[config.mk]
export PLATFORM = sky130hd
export DESIGN_NAME = alu_decode_stage
export DESIGN_NICKNAME = d
export VERILOG_FILES = /design/src/rtl/alu_decode_stage.sv
export SDC_FILE = /design/constraint.sdc
export NUM_CORES = 1
export LEC_CHECK = 0
export CAP_MARGIN = 25
export CORE_MARGIN = 5
export CORE_UTILIZATION = 40
export CTS_CLUSTER_SIZE = 40
export DETAILED_ROUTE_END_ITERATION = 7
export PLACE_DENSITY = 0.87
export SYNTH_ARGS = -nofsm -noshare
export SYNTH_HDL_FRONTEND = slang
export SYNTH_SLANG_ARGS = --single-unit
[constraint.sdc]
create_clock -name clk -period 2.8 [get_ports clk]
set_input_delay 0.42 -clock clk [delete_from_list [all_inputs] [get_ports clk]]
set_output_delay 0.42 -clock clk [all_outputs]
set_load 0.02 [all_outputs]
[src/rtl/alu_decode_stage.sv]
// alu_decode_stage
//   Decodes an RV32I instruction into ALU operands and an ALU op code, and
//   registers the result into the decode/execute pipeline register.
//
// Ports
//   clk               : clock, all state updates on rising edge
//   rst_n             : synchronous active-low reset
//   id_valid          : decode-stage instruction valid
//   id_instr          : RV32I instruction word
//   id_pc             : instruction address
//   id_rs1_data       : register-file rs1 value
//   id_rs2_data       : register-file rs2 value
//   ex_stall          : execute stage holds the current entry
//   ex_flush          : kill the entry loaded on this edge
//   id_ready          : combinational, equal to !ex_stall
//   ex_valid          : registered entry valid
//   ex_operand_a      : registered ALU operand A
//   ex_operand_b      : registered ALU operand B
//   ex_alu_controller : registered ALU op code
//   ex_illegal        : registered illegal-instruction flag
//                       (only when ALU_DECODE_ILLEGAL_TRAP_EN is defined)
//
// Configuration macro: ALU_DECODE_ILLEGAL_TRAP_EN
//   Defined   -> ex_illegal output present.
//   Undefined -> ex_illegal omitted; illegal instructions pass as a valid
//                ADD of zeros.

module alu_decode_stage (
  input  logic        clk,
  input  logic        rst_n,
  input  logic        id_valid,
  input  logic [31:0] id_instr,
  input  logic [31:0] id_pc,
  input  logic [31:0] id_rs1_data,
  input  logic [31:0] id_rs2_data,
  input  logic        ex_stall,
  input  logic        ex_flush,
  output logic        id_ready,
  output logic        ex_valid,
  output logic [31:0] ex_operand_a,
  output logic [31:0] ex_operand_b,
  output logic [3:0]  ex_alu_controller
`ifdef ALU_DECODE_ILLEGAL_TRAP_EN
  ,
  output logic        ex_illegal
`endif
);

  localparam logic [3:0] ALU_ADD  = 4'd0;
  localparam logic [3:0] ALU_SUB  = 4'd1;
  localparam logic [3:0] ALU_AND  = 4'd2;
  localparam logic [3:0] ALU_OR   = 4'd3;
  localparam logic [3:0] ALU_XOR  = 4'd4;
  localparam logic [3:0] ALU_SLL  = 4'd5;
  localparam logic [3:0] ALU_SRL  = 4'd6;
  localparam logic [3:0] ALU_SLT  = 4'd7;
  localparam logic [3:0] ALU_SLTU = 4'd8;
  localparam logic [3:0] ALU_SRA  = 4'd9;
  localparam logic [3:0] ALU_OPB  = 4'd15;

  localparam logic [6:0] OP_R      = 7'b0110011;
  localparam logic [6:0] OP_IMM    = 7'b0010011;
  localparam logic [6:0] OP_LUI    = 7'b0110111;
  localparam logic [6:0] OP_AUIPC  = 7'b0010111;
  localparam logic [6:0] OP_JAL    = 7'b1101111;
  localparam logic [6:0] OP_JALR   = 7'b1100111;
  localparam logic [6:0] OP_BRANCH = 7'b1100011;
  localparam logic [6:0] OP_LOAD   = 7'b0000011;
  localparam logic [6:0] OP_STORE  = 7'b0100011;
  localparam logic [6:0] OP_FENCE  = 7'b0001111;
  localparam logic [6:0] OP_SYSTEM = 7'b1110011;

  // funct3 -> ALU code; alt selects SUB/SRA for funct3 000/101.
  function automatic logic [3:0] funct3_code(input logic [2:0] f3, input logic alt);
    logic [3:0] code;
    case (f3)
      3'b000:  code = alt ? ALU_SUB : ALU_ADD;
      3'b001:  code = ALU_SLL;
      3'b010:  code = ALU_SLT;
      3'b011:  code = ALU_SLTU;
      3'b100:  code = ALU_XOR;
      3'b101:  code = alt ? ALU_SRA : ALU_SRL;
      3'b110:  code = ALU_OR;
      default: code = ALU_AND;
    endcase
    return code;
  endfunction

  logic [6:0]  opcode;
  logic [2:0]  funct3;
  logic [6:0]  funct7;
  logic [31:0] imm_i;
  logic [31:0] imm_s;
  logic [31:0] imm_b;
  logic [31:0] imm_u;
  logic [31:0] shamt;

  assign opcode = id_instr[6:0];
  assign funct3 = id_instr[14:12];
  assign funct7 = id_instr[31:25];
  assign imm_i  = {{20{id_instr[31]}}, id_instr[31:20]};
  assign imm_s  = {{20{id_instr[31]}}, id_instr[31:25], id_instr[11:7]};
  assign imm_b  = {{19{id_instr[31]}}, id_instr[31], id_instr[7],
                   id_instr[30:25], id_instr[11:8], 1'b0};
  assign imm_u  = {id_instr[31:12], 12'b0};
  assign shamt  = {27'b0, id_instr[24:20]};

  logic [31:0] dec_a;
  logic [31:0] dec_b;
  logic [3:0]  dec_code;
  logic        dec_illegal;

  // Illegal encodings leave the defaults (0, 0, ADD) in place.
  always_comb begin
    dec_a       = 32'd0;
    dec_b       = 32'd0;
    dec_code    = ALU_ADD;
    dec_illegal = 1'b0;
    case (opcode)
      OP_R: begin
        if (funct7 == 7'h00 ||
            (funct7 == 7'h20 && (funct3 == 3'b000 || funct3 == 3'b101))) begin
          dec_a    = id_rs1_data;
          dec_b    = id_rs2_data;
          dec_code = funct3_code(funct3, funct7[5]);
        end else begin
          dec_illegal = 1'b1;
        end
      end
      OP_IMM: begin
        if (funct3 == 3'b001) begin
          if (funct7 == 7'h00) begin
            dec_a    = id_rs1_data;
            dec_b    = shamt;
            dec_code = ALU_SLL;
          end else begin
            dec_illegal = 1'b1;
          end
        end else if (funct3 == 3'b101) begin
          if (funct7 == 7'h00 || funct7 == 7'h20) begin
            dec_a    = id_rs1_data;
            dec_b    = shamt;
            dec_code = funct3_code(funct3, id_instr[30]);
          end else begin
            dec_illegal = 1'b1;
          end
        end else begin
          // No SUB-immediate: the alt bit is never used outside shifts.
          dec_a    = id_rs1_data;
          dec_b    = imm_i;
          dec_code = funct3_code(funct3, 1'b0);
        end
      end
      OP_LUI: begin
        dec_b    = imm_u;
        dec_code = ALU_OPB;
      end
      OP_AUIPC: begin
        dec_a = id_pc;
        dec_b = imm_u;
      end
      OP_JAL, OP_JALR: begin
        dec_a = id_pc;
        dec_b = 32'd4;
      end
      OP_BRANCH: begin
        dec_a = id_pc;
        dec_b = imm_b;
      end
      OP_LOAD: begin
        dec_a = id_rs1_data;
        dec_b = imm_i;
      end
      OP_STORE: begin
        dec_a = id_rs1_data;
        dec_b = imm_s;
      end
      OP_FENCE, OP_SYSTEM: begin
        // a = b = 0, ADD
      end
      default: dec_illegal = 1'b1;
    endcase
  end

  assign id_ready = !ex_stall;

  // Flush wins over stall; payload simply holds on flush.
  always_ff @(posedge clk) begin
    if (!rst_n) begin
      ex_valid          <= 1'b0;
      ex_operand_a      <= 32'd0;
      ex_operand_b      <= 32'd0;
      ex_alu_controller <= 4'd0;
`ifdef ALU_DECODE_ILLEGAL_TRAP_EN
      ex_illegal        <= 1'b0;
`endif
    end else if (ex_flush) begin
      ex_valid <= 1'b0;
    end else if (!ex_stall) begin
      ex_valid <= id_valid;
      if (id_valid) begin
        ex_operand_a      <= dec_a;
        ex_operand_b      <= dec_b;
        ex_alu_controller <= dec_code;
`ifdef ALU_DECODE_ILLEGAL_TRAP_EN
        ex_illegal        <= dec_illegal;
`endif
      end
    end
  end

`ifndef ALU_DECODE_ILLEGAL_TRAP_EN
  // The flag only feeds the optional output.
  logic unused_illegal;
  assign unused_illegal = dec_illegal;
`endif

endmodule

==> results.sh, run 1 <==
export IMPL_worstReg2RegStart="ex_operand_b[11]$_SDFFE_PN0P_"
export IMPL_drive_gt1_share_pct=7.520
export IMPL_critPathMaxFanout=20
export IMPL_hold_depth=2
export IMPL_skew_ns=0
export IMPL_dpl_cell_count=714
export IMPL_final_common_cell="clkdlybuf4s50_1"
export IMPL_worstSetupStartpointType="input pin"
export IMPL_placed_area_um2=5532
export IMPL_finalCritPeriodShare_pct=81.97
export IMPL_ys_seq_elements=69
export IMPL_yosysTopAreaCell="dfxtp_1"
export IMPL_slew_limit_headroom_pct=43.96
export IMPL_grt_setup_unrepaired="no"
export IMPL_finalHoldViolCount=0
export IMPL_clock_fmax_mhz=435.7
export IMPL_mostFrequentLayoutCells="clkdlybuf4s50_1 (202), o21ai_0 (73), a21oi_1 (69), dfxtp_1 (69), nand2_1 (43)"
export IMPL_grt_start_max_net_pins=33
export IMPL_hp_class="register to register"
export IMPL_r2r_slack_ns=1.84
export IMPL_ant_nets=0
export IMPL_rr_worst_depth=3
export IMPL_dr_first_iter_drc_count=339
export IMPL_root_buffer="clkbuf_8"
export IMPL_start_util_pct=41.15
export IMPL_fin_area_um2=5720
export IMPL_path_clk_slew_ns=0.07
export IMPL_dieHeight_um=102.2
export IMPL_leakage_uw=0.001968
export IMPL_ys_seq_area_share_pct=40.65
export IMPL_synth_top_flop_cell="dfxtp_1"
export IMPL_ios=203
export IMPL_cp_end_kind="register"
export IMPL_area_delta_synth_final_pct=68.34
export IMPL_tightest_slew_ns=0.8195
export IMPL_coreArea_um2=8258
export IMPL_clkLatencyLatePin_ns=0.34
export IMPL_globalplace_congestion=0.9507
export IMPL_die_area_um2=10440
export IMPL_synth_fp_nets=560
export IMPL_grt_pass1_wl_mm=20.98
export IMPL_r2r_end="ex_operand_b[11]$_SDFFE_PN0P_"
export IMPL_cts_setup_buffers=0
export IMPL_hold_buffers=0
export IMPL_nFillCells=689
export IMPL_finalMaxSlewViolations=0
export IMPL_gr_total_overflow=0
export IMPL_cap_violations=0
export IMPL_power_uw=2208
export IMPL_avgRoutedWirePerCell_um=18.74
export IMPL_hpwl_mm=10.23
export IMPL_netlist_area_um2=3398
export IMPL_firstDrtPassIters=5
export IMPL_netlist_top_cells_area="dfxtp_1 (41%), o21ai_0 (11%), a21oi_1 (10%), a221oi_1 (6.4%), nand2_1 (4.7%)"
export IMPL_critPathKind="input pin to register"
export IMPL_n_antenna_cell=0
export IMPL_vias=4170
export IMPL_synth_edf_count=0
export IMPL_fin_nets=753
export IMPL_clk_path_buf_depth=2
export IMPL_critical_path_required_ns=3.07
export IMPL_p_per_area_nw_per_um2=386.0
export IMPL_cp_arrival_ns=2.56
export IMPL_grt_use_total_pct=25.43
export IMPL_cts_tree="built"
export IMPL_row_count=33
export IMPL_port_buffers=202
export IMPL_setup_viol=0
export IMPL_grt_pass1_vias=4217
export IMPL_wl_mm=13.68
export IMPL_min_period_ns=2.295
export IMPL_synth_avg_cell_area_um2=7.958
export IMPL_yosys_area_top_type_share_pct=40.65
export IMPL_fin_setup_tns_ns=0
export IMPL_clock_sinks=69
export IMPL_antenna_found_initial=0
export IMPL_status="finished, final reports clean"
export IMPL_hold_slack_ns=0.4513
export IMPL_die_x_um=102.2
export IMPL_syn_instance_count=427
export IMPL_drt_drc_violations_left=0
export IMPL_async_flop_share_pct=0
export IMPL_ys_warn_count=0
export IMPL_min_to="ex_operand_b[27]$_SDFFE_PN0P_"
export IMPL_max_vdd_ir_drop_v=0.0002766
export IMPL_hp_start="ex_operand_b[27]$_SDFFE_PN0P_"
export IMPL_htree_levels=3
export IMPL_synth_cell_type_count=49
export IMPL_cts_resized=0
export IMPL_vias_per_cell=5.712
export IMPL_tritoncts_num_buffers=9
export IMPL_fin_cells=730
-- worst max-delay path: stages --
cell	delay, ns
clkdlybuf4s50_1	0.54
nand4bb_1	0.34
a21oi_1	0.25
and3_1	0.71
a221oi_1	0.13
o21ai_1	0.17
-- cells in the mapped netlist (2+ instances only) --
cell      count
a211oi_1      2
dfxtp_1      69
a221oi_1     25
mux2i_1       2
nor3b_2       2
nand2_1      43
or3_1         2
nor2_1       11
a22oi_1       6
buf_8         2
nand4_1       2
nor2b_1       2
nand2b_1      5
a31oi_1       3
and2_1        4
nor3_1        4
buf_2        11
clkbuf_2      3
a222oi_1      3
nand3_1       2
o21ai_1      30
xor2_1        2
clkbuf_1     22
buf_6         2
a21oi_1      69
inv_1         4
o21ai_0      73
-- per-layer routing --
metal / vias up / global-route usage (%) / share of wire, %
li1: 1973 / - / -
met1: 1935 / 31.23 / 39
met2: 230 / 43.33 / 48
met3: 32 / 5.597 / 9.9
met4: 0 / 9.990 / 2.6
met5: - / 0 / 0
-- worst max path at each step --
stage	start	end	slack, ns	depth (start not counted)
2_1_floorplan	id_instr[4]	ex_operand_b[30]$_SDFFE_PN0P_	0.99	8
3_3_place_gp	id_instr[25]	ex_operand_a[20]$_SDFFE_PN0P_	0.30	7
3_5_place_dp	id_instr[25]	ex_operand_a[8]$_SDFFE_PN0P_	0.21	7
4_1_cts	id_instr[3]	ex_operand_b[21]$_SDFFE_PN0P_	0.55	6
5_1_grt	id_instr[3]	ex_operand_b[12]$_SDFFE_PN0P_	0.35	6
6_report	id_instr[3]	ex_operand_b[21]$_SDFFE_PN0P_	0.50	6
-- kinds of logic (layout without fill, tap and decap cells) --
logic type                after synthesis  in the layout  share of synthesized area [%]
and+or+nand+nor                        86             86                          13.44
DFF                                    69             69                          40.65
AOI/OAI and AO/OA                     220            220                          37.41
xor gates and xnor gates                3              3                         0.7733
muxes                                   3              3                         0.9205
buffers and inverters                  46            244                          6.811
-- metrics by stage --
step / util, % / setup slack (ns)
CTS: 69.27 / 0.5484
detailed placement: 66.98 / 0.2082
finish: 69.27 / 0.5048
floorplan: - / 0.9904
global placement: 66.98 / 0.3037
global route: 69.27 / 0.3493
-- area by class of cell --
type | instances | area [um^2] | share of cell area [%]
Timing Repair Buffer | 224 | 2212 | 38.67
Sequential cell | 69 | 1381 | 24.15
Inverter | 4 | 15.01 | 0.2625
Clock buffer | 14 | 172.7 | 3.018
Multi-Input combinational cell | 312 | 1792 | 31.32
Clock inverter | 2 | 16.27 | 0.2843
Tap cell | 105 | 131.4 | 2.297
-- report_power, final --
group | leakage, uW | internal (uW) | switching [uW] | total, uW
logic | 0.00132 | 250 | 173 | 422
clock network | 0.0000929 | 397 | 372 | 770
registers | 0.000560 | 1000 | 12.0 | 1020
-- state kept, by name, indices dropped and copies added (netlist names) --
| name | cells |
|---|---|
| ex_operand_a | 32 |
| ex_operand_b | 32 |
| ex_alu_controller | 4 |
| ex_valid | 1 |
No activity file was read; power rests on OpenSTA's default activity.
==> run 2, diff against run 1 <==
- CORE_UTILIZATION: 40 -> 38
- PLACE_DENSITY: 0.87 -> 0.83
- clock period: 2.8 -> 2.4 ns (I/O delays scaled with it)
==> results.sh, run 2 (synthesis results as in run 1) <==
export IMPL_status="finished, final reports clean"
export IMPL_gr_total_overflow=0
export IMPL_hold_slack_ns=0.4558
export IMPL_row_count=34
export IMPL_antenna_found_initial=0
export IMPL_die_area_um2=10930
export IMPL_skew_ns=0
export IMPL_cp_end_kind="register"
export IMPL_multi_input_area_um2=1792
export IMPL_grt_pass1_vias=4389
export IMPL_crit_chain="clkdlybuf4s50_1 > nor4_4 > and4_4 > and3_4 > buf_12 > a222oi_1 > o21ai_1"
export IMPL_hp_start="ex_operand_b[13]$_SDFFE_PN0P_"
export IMPL_max_vdd_ir_drop_v=0.0004112
export IMPL_avgRoutedWirePerCell_um=19.03
export IMPL_grt_use_total_pct=25.06
export IMPL_critPathMaxFanout=35
export IMPL_drt_drc_violations_left=0
export IMPL_root_buffer="clkbuf_8"
export IMPL_cpPeakStageDelay_ns=0.49
export IMPL_r2r_slack_ns=1.38
export IMPL_rr_worst_depth=3
export IMPL_p_per_area_nw_per_um2=480.8
export IMPL_dieHeight_um=104.6
export IMPL_pre_cts_ws_ns=-0.009964
export IMPL_slowest_stage="clkdlybuf4s50_1"
export IMPL_worstSetupStartpointType="input pin"
export IMPL_start_util_pct=38.97
export IMPL_grt_start_max_net_pins=36
export IMPL_tritoncts_num_buffers=9
export IMPL_dr_first_iter_drc_count=305
export IMPL_hpwl_mm=10.88
export IMPL_htree_levels=3
export IMPL_critical_path_required_ns=2.66
export IMPL_ff_latch_area_um2=1381
export IMPL_worstReg2RegStart="ex_operand_b[11]$_SDFFE_PN0P_"
export IMPL_tightest_slew_ns=0.7288
export IMPL_clk_path_buf_depth=2
export IMPL_setup_ws_ns=0.2791
export IMPL_path_clk_slew_ns=0.08
export IMPL_min_to="ex_operand_b[13]$_SDFFE_PN0P_"
export IMPL_hold_buffers=0
export IMPL_vias=4246
export IMPL_coreArea_um2=8721
export IMPL_hp_class="register to register"
export IMPL_die_x_um=104.6
export IMPL_finalCritPeriodShare_pct=88.37
export IMPL_nFillCells=732
export IMPL_cp_arrival_ns=2.38
export IMPL_cap_violations=0
export IMPL_setup_viol=0
export IMPL_cts_resized=0
export IMPL_clkLatencyLatePin_ns=0.34
export IMPL_clock_fmax_mhz=471.5
export IMPL_n_antenna_cell=0
export IMPL_power_uw=2830
export IMPL_wl_mm=14.16
export IMPL_finalMaxSlewViolations=0
export IMPL_min_period_ns=2.121
export IMPL_port_buffers=202
export IMPL_grt_setup_unrepaired="no"
export IMPL_drive_gt1_share_pct=9.434
export IMPL_mostFrequentLayoutCells="clkdlybuf4s50_1 (202), o21ai_0 (73), a21oi_1 (69), dfxtp_1 (69), nand2_1 (43)"
export IMPL_placed_area_um2=5643
export IMPL_r2r_end="ex_operand_b[11]$_SDFFE_PN0P_"
export IMPL_grt_pass1_wl_mm=22.44
export IMPL_final_common_cell="clkdlybuf4s50_1"
export IMPL_cts_tree="built"
export IMPL_leakage_uw=0.002062
export IMPL_fin_area_um2=5886
export IMPL_hold_depth=2
export IMPL_largestRegisters="ex_operand_a (32), ex_operand_b (32), ex_alu_controller (4)"
export IMPL_slew_limit_headroom_pct=51.04
export IMPL_fin_nets=764
export IMPL_ios=203
export IMPL_ant_nets=0
export IMPL_clock_sinks=69
export IMPL_cts_setup_buffers=0
export IMPL_critPathKind="input pin to register"
export IMPL_area_delta_synth_final_pct=73.20
export IMPL_globalplace_congestion=0.9437
export IMPL_firstDrtPassIters=5
export IMPL_finalHoldViolCount=0
export IMPL_vias_per_cell=5.707
==> run 2: worst max-delay path: cells and delay by family <==
family                 cells  cell delay (ns)
buffers and inverters      2             0.68
AND/OR/NAND/NOR            3             1.03
AO/OA/AOI/OAI              2             0.30
==> run 2: final cells by class <==
cell class	instances	area share (%)
Timing Repair Buffer	235	39.41
Multi-Input combinational cell	312	30.44
Sequential cell	69	23.47
Clock buffer	12	2.806
Tap cell	108	2.296
Clock inverter	4	1.318
Inverter	4	0.2551
==> run 2: stage by stage <==
step           utilization, %  instances    TNS, ns
6_report                67.49        744          0
5_1_grt                 67.49        744          0
4_1_cts                 67.49        744          0
3_5_place_dp            64.71        728  -0.009964
3_3_place_gp            64.71        728          0
2_1_floorplan               -        427          0
==> run 2: worst max path at each step <==
stage,start,to,slack [ns],depth (start not counted)
final,id_instr[25],ex_operand_b[1]$_SDFFE_PN0P_,0.28,7
after detailed placement,id_instr[25],ex_operand_b[1]$_SDFFE_PN0P_,-0.01,7
after global routing,id_instr[5],ex_operand_b[12]$_SDFFE_PN0P_,0.14,6
after CTS,id_instr[25],ex_operand_b[1]$_SDFFE_PN0P_,0.31,7
after global placement,id_instr[25],ex_operand_a[21]$_SDFFE_PN0P_,0.06,8
after floorplan,id_instr[4],ex_operand_b[30]$_SDFFE_PN0P_,0.65,8
==> run 2: per-layer routing <==
metal | up-vias | track usage (%) | wire length [um]
met4 | 0 | 12.77 | 567
met5 | - | 0 | 0
met2 | 224 | 41.81 | 6962
met1 | 1979 | 28.91 | 5409
li1 | 1995 | - | -
met3 | 48 | 7.707 | 1220
==> run 2: power breakdown <==
group          total [uW]  leakage [uW]  internal (uW)  switching, uW
clock network        1140      0.000123            677            460
logic                 509       0.00138            300            209
registers            1180      0.000560           1170           13.7
==> run 3, diff against run 2 <==
- CORE_ASPECT_RATIO: not set -> 1.2
==> results.sh, run 3 (synthesis results as in run 1) <==
export IMPL_internal_power_uw=2082
export IMPL_clock_sinks=69
export IMPL_pre_cts_ws_ns=-0.05949
export IMPL_placed_area_um2=5672
export IMPL_critPathMaxFanout=27
export IMPL_path_clk_slew_ns=0.08
export IMPL_switching_share_pct=24.35
export IMPL_grt_use_total_pct=25.18
export IMPL_row_count=37
export IMPL_setup_viol=0
export IMPL_finalCritPeriodShare_pct=89.02
export IMPL_critPathKind="input pin to register"
export IMPL_root_buffer="clkbuf_8"
export IMPL_coreArea_um2=8657
export IMPL_fin_nets=763
export IMPL_grt_setup_unrepaired="no"
export IMPL_grt_start_max_net_pins=33
export IMPL_seqPwrFrac_pct=43.1
export IMPL_antenna_found_initial=0
export IMPL_clock_fmax_mhz=468.1
export IMPL_clkLatencyLatePin_ns=0.34
export IMPL_crit_buf_inv=2
export IMPL_leakage_uw=0.002053
export IMPL_fin_area_um2=5896
export IMPL_htree_levels=3
export IMPL_die_area_um2=10940
export IMPL_critical_path_required_ns=2.67
export IMPL_worstSetupStartpointType="input pin"
export IMPL_tritoncts_num_buffers=9
export IMPL_finalMaxSlewViolations=0
export IMPL_firstDrtPassIters=5
export IMPL_cts_setup_buffers=0
export IMPL_crit_family="simple AND/OR/NAND/NOR gates"
export IMPL_avgRoutedWirePerCell_um=19.06
export IMPL_mostFrequentLayoutCells="clkdlybuf4s50_1 (202), o21ai_0 (73), a21oi_1 (69), dfxtp_1 (69), nand2_1 (43)"
export IMPL_vias=4325
export IMPL_cp_end_kind="register"
export IMPL_crit_chain="clkdlybuf4s50_1 > nor4_4 > and4_4 > and3_4 > buf_12 > o21ai_0 > a21oi_1"
export IMPL_clk_path_buf_depth=2
export IMPL_final_common_cell="clkdlybuf4s50_1"
export IMPL_dr_first_iter_drc_count=231
export IMPL_finalHoldViolCount=0
export IMPL_status="finished, final reports clean"
export IMPL_grt_pass1_wl_mm=21.68
export IMPL_largestRegisters="ex_operand_a (32), ex_operand_b (32), ex_alu_controller (4)"
export IMPL_die_x_um=96.33
export IMPL_cpPeakStageDelay_ns=0.48
export IMPL_pwr_share_clk_pct=38.5
export IMPL_cts_resized=0
export IMPL_port_buffers=202
export IMPL_gr_total_overflow=0
export IMPL_grt_pass1_vias=4504
export IMPL_p_per_area_nw_per_um2=466.8
export IMPL_dieHeight_um=113.6
export IMPL_drt_drc_violations_left=0
export IMPL_vias_per_cell=5.751
export IMPL_min_period_ns=2.137
export IMPL_slowest_stage="clkdlybuf4s50_1"
export IMPL_slew_limit_headroom_pct=66.41
export IMPL_start_util_pct=39.25
export IMPL_fin_setup_tns_ns=0
export IMPL_ant_nets=0
export IMPL_n_antenna_cell=0
export IMPL_hold_buffers=0
export IMPL_tightest_slew_ns=0.4911
export IMPL_switchingPower_uw=670.2
export IMPL_wl_mm=14.33
export IMPL_cts_tree="built"
export IMPL_max_vdd_ir_drop_v=0.0003159
export IMPL_skew_ns=0
export IMPL_drive_gt1_share_pct=9.291
export IMPL_setup_ws_ns=0.2635
export IMPL_area_delta_synth_final_pct=73.49
export IMPL_ios=203
export IMPL_pwr_share_comb_pct=18.4
export IMPL_globalplace_congestion=0.8910
export IMPL_hp_class="register to register"
export IMPL_hpwl_mm=11.04
export IMPL_cp_arrival_ns=2.40
export IMPL_cap_violations=0
[run 3: final timing paths]
check,startpoint,end,slack [ns],cells after the start
worst max-delay path,id_instr[25],ex_operand_a[1]$_SDFFE_PN0P_,0.26,7
worst min-delay path,ex_operand_b[21]$_SDFFE_PN0P_,ex_operand_b[21]$_SDFFE_PN0P_,0.45,2
worst min register to register,ex_operand_b[21]$_SDFFE_PN0P_,ex_operand_b[21]$_SDFFE_PN0P_,0.45,2
worst max register to register,ex_operand_b[11]$_SDFFE_PN0P_,ex_operand_b[11]$_SDFFE_PN0P_,1.41,3
[run 3: through the flow]
step                util [%]  power [uW]  cells  hold slack (ns)
floorplan                  -        1366    427           0.5071
global placement       65.52        1705    736           0.4354
detailed placement     65.52        1712    736           0.4405
CTS                    68.10        2775    752           0.4508
global route           68.10        2845    752           0.4696
finish                 68.10        2752    752           0.4489
[run 3: final cells by class]
| cell class | count | area (um^2) |
|---|---|---|
| sequential | 69 | 1381 |
| fill | 704 | 2761 |
| inverter | 4 | 15.01 |
| tap | 117 | 146.4 |
| clock inverter | 6 | 86.33 |
| timing repair buffer | 234 | 2337 |
| multi-input combinational | 312 | 1792 |
| clock buffer | 10 | 137.6 |
[run 3: per-layer routing]
metal / vias up / track usage, % / wire length (um)
li1: 1990 / - / -
met2: 236 / 45.92 / 7273
met4: 0 / 14.87 / 654
met1: 2053 / 25.50 / 5138
met5: - / 0 / 0
met3: 46 / 5.607 / 1264
[run 3: power by group through the flow]
stage | Sequential [uW] | Combinational (uW) | Clock (uW)
after floorplan | 1240 | 123 | 0
after global placement | 1210 | 494 | 0
after detailed placement | 1210 | 502 | 0
after CTS | 1190 | 505 | 1080
after global routing | 1190 | 537 | 1120
final | 1190 | 508 | 1060
[run 3: tightest hold or removal path: stages, from the launching register on]
cell	delay (ns)
dfxtp_1	0.31
nand2_1	0.05
o21ai_1	0.05
==> edit: new RTL, config.mk and constraints of run 3 <==
Build with the macro `ALU_DECODE_ILLEGAL_TRAP_EN` defined.
--- a/src/rtl/alu_decode_stage.sv
+++ b/src/rtl/alu_decode_stage.sv
@@ -25,6 +25,8 @@
 //   Undefined -> ex_illegal omitted; illegal instructions pass as a valid
 //                ADD of zeros.
 
+`define ALU_DECODE_ILLEGAL_TRAP_EN
+
 module alu_decode_stage (
   input  logic        clk,
   input  logic        rst_n,
Behaviour (old outputs only; new: ex_illegal): unchanged (Yosys induction, for registers that start in step).
==> edit against run 3 <==
Sequential share of layout area is 1.9 points lower; power is 15% higher; design area is 11% higher; sequential cell count is 1 higher; worst setup slack worse by 39 ps; area after synthesis is 13% higher; non-clock buffer count is 5 higher; wire length is 0.13% lower; critical path type unchanged.
==> edit: results (changes against run 3) <==
- Global router's overall resource usage: 22.7% (-2.5 points)
- Mean number of vias per cell: 5.57 (-3.1%)
- Post-detailed-placement half-perimeter wirelength: 11.0 mm (-0.68%)
- H-tree levels: 3 (unchanged)
- Initial antenna violation count: 0 (unchanged)
- Clock latency on the worst-skew pair: 330 ps
- Number of buffers created by CTS: 9 (unchanged)
- Largest fanout on the critical path: 4 (-85%)
- Largest net degree at the start of global routing: 46 (+39%)
- Clock slew at the register clock pins of the worst setup and hold paths: 60 ps (-20 ps)
- Net count after synthesis: 623 (+11%)
- Count of buffers from port buffering: 203 (+0.50%)
- Detail-routed net length per standard cell: 17.3 um (-9.3%)
- Proportion of layout cells with a drive suffix above 1: 9.83% (+0.54 points)
- Maximum ir drop on the vdd rail: 283 uV (-10%)
- Total inserted antenna cells: 0 (unchanged)
- Setup repair bufs after CTS: 0 (unchanged)
- Cell types with the highest counts after synthesis: 74 x sky130_fd_sc_hd__nand2_1, 70 x sky130_fd_sc_hd__dfxtp_1, 60 x sky130_fd_sc_hd__o21ai_1, 38 x sky130_fd_sc_hd__o21ai_0, 36 x sky130_fd_sc_hd__nor3_1
- Leakage power: 2.20 nW (+7.1%)
- Filler instances: 819 (+16%)
- Number of distinct library cells after synthesis: 61 (+24%)
- Async S/R FF share, synth: 0% (unchanged)
- Routability-driven placement congestion ratio: 0.903 (+1.3%)
- Clock Tree Buf Depth: 2 (unchanged)
- Standard cell with the maximum stage delay on the critical path: sky130_fd_sc_hd__clkdlybuf4s50_1
- Vias in the first global route: 4631 (+2.8%)
- Registers with the highest flip-flop counts: ex_operand_a x32, ex_operand_b x32, ex_alu_controller x4
- Number of nets in the layout: 830 (+8.8%)
- Outcome: finished, final reports clean
- Wire length of the first global-routing pass: 22.2 mm (+2.6%)
- Layout Skew: 0 ps (unchanged)
- Worst slew slack as a fraction of its limit: 60.7% (-5.7 points)
- Hold-fix buffer count after cts: 0 (unchanged)
- Top cells by area, synth: sky130_fd_sc_hd__dfxtp_1 36%, sky130_fd_sc_hd__o21ai_1 7.8%, sky130_fd_sc_hd__nand2_1 7.2%
- Hold WC Path Type: reg2reg
- Seq/Total Area, Yosys: 36.4% (-4.3 points)
- Drt first pass iters: 5 (unchanged)
- Cts repair resizes: 0 (unchanged)
- Drt initial violations: 189 (-18%)
- Data arrival time of the worst path: 2420 ps (+20 ps)
- CTS root buf: sky130_fd_sc_hd__clkbuf_16
- Largest stage delay on the critical path: 510 ps (+30 ps)
- Synthesis warning total: 0 (unchanged)
## edit: cell count changes after synthesis, sizes merged, moves of 4 or more
cell    delta
a21oi     -60
a21boi    +32
nand2     +31
o21ai      -4
nor2b      +5
nor3      +33
and3       +4
## edit: kinds of logic (layout without fill, tap and decap cells)
family	after synthesis	count (layout)	share of synthesized area [%]
xor gates and xnor gates	1	1	0.227
and+or+nand+nor	167	167	21.7
buffers and inverters	46	258	6.56
muxes	2	2	0.519
DFF	70	70	36.4
AOI/OAI and AO/OA	204	204	34.7
## edit: layer usage
metal  routed length (um)  track usage [%]  vias up
met4                  423             9.52        0
met5                    0                0        -
met3                 1220             5.60       39
met2                 7300             40.5      241
met1                 5370             25.3     2111
li1                     -                -     2223
## edit: per-stage QoR
| stage | worst slack (ps) | instance area [sq um] | instances | utilization, % |
|---|---|---|---|---|
| 6_report | 224 | 6520 | 828 | 65.5 |
| 4_1_cts | 269 | 6520 | 828 | 65.5 |
| 3_3_place_gp | 31.5 | 6170 | 812 | 61.9 |
| 5_1_grt | 142 | 6520 | 828 | 65.5 |
| 3_5_place_dp | -57.2 | 6170 | 812 | 61.9 |
| 2_1_floorplan | 658 | 3850 | 490 | - |
## edit: cell type report
| type | count | area share, % |
|---|---|---|
| Clock buffer | 9 | 3.45 |
| Multi-Input combinational cell | 374 | 33.9 |
| Sequential cell | 70 | 21.5 |
| Tap cell | 126 | 2.42 |
| Clock inverter | 7 | 1.96 |
| Inverter | 3 | 0.173 |
| Timing Repair Buffer | 239 | 36.6 |
## edit: final timing paths
path	cells past startpoint	slack [ps]	from	to
setup reg to reg	3	1280	ex_operand_b[2]	ex_operand_b[2]
hold reg to reg	2	450	ex_operand_a[18]	ex_operand_a[18]
setup / recovery	7	220	id_instr[25]	ex_operand_b[3]
hold / removal	2	450	ex_operand_a[18]	ex_operand_a[18]
## edit: worst max-delay path: cells and delay by family
kind | cells | cell delay (ps)
compound gates | 3 | 770
buf+inv | 2 | 700
simple gates | 2 | 590
## edit: power breakdown
part | leakage, nW | switching [mW] | internal, mW
combinational | 1.46 | 0.167 | 0.274
clock | 0.173 | 0.533 | 1.03
sequential | 0.564 | 0.00187 | 1.17
total | 2.20 | 0.702 | 2.47
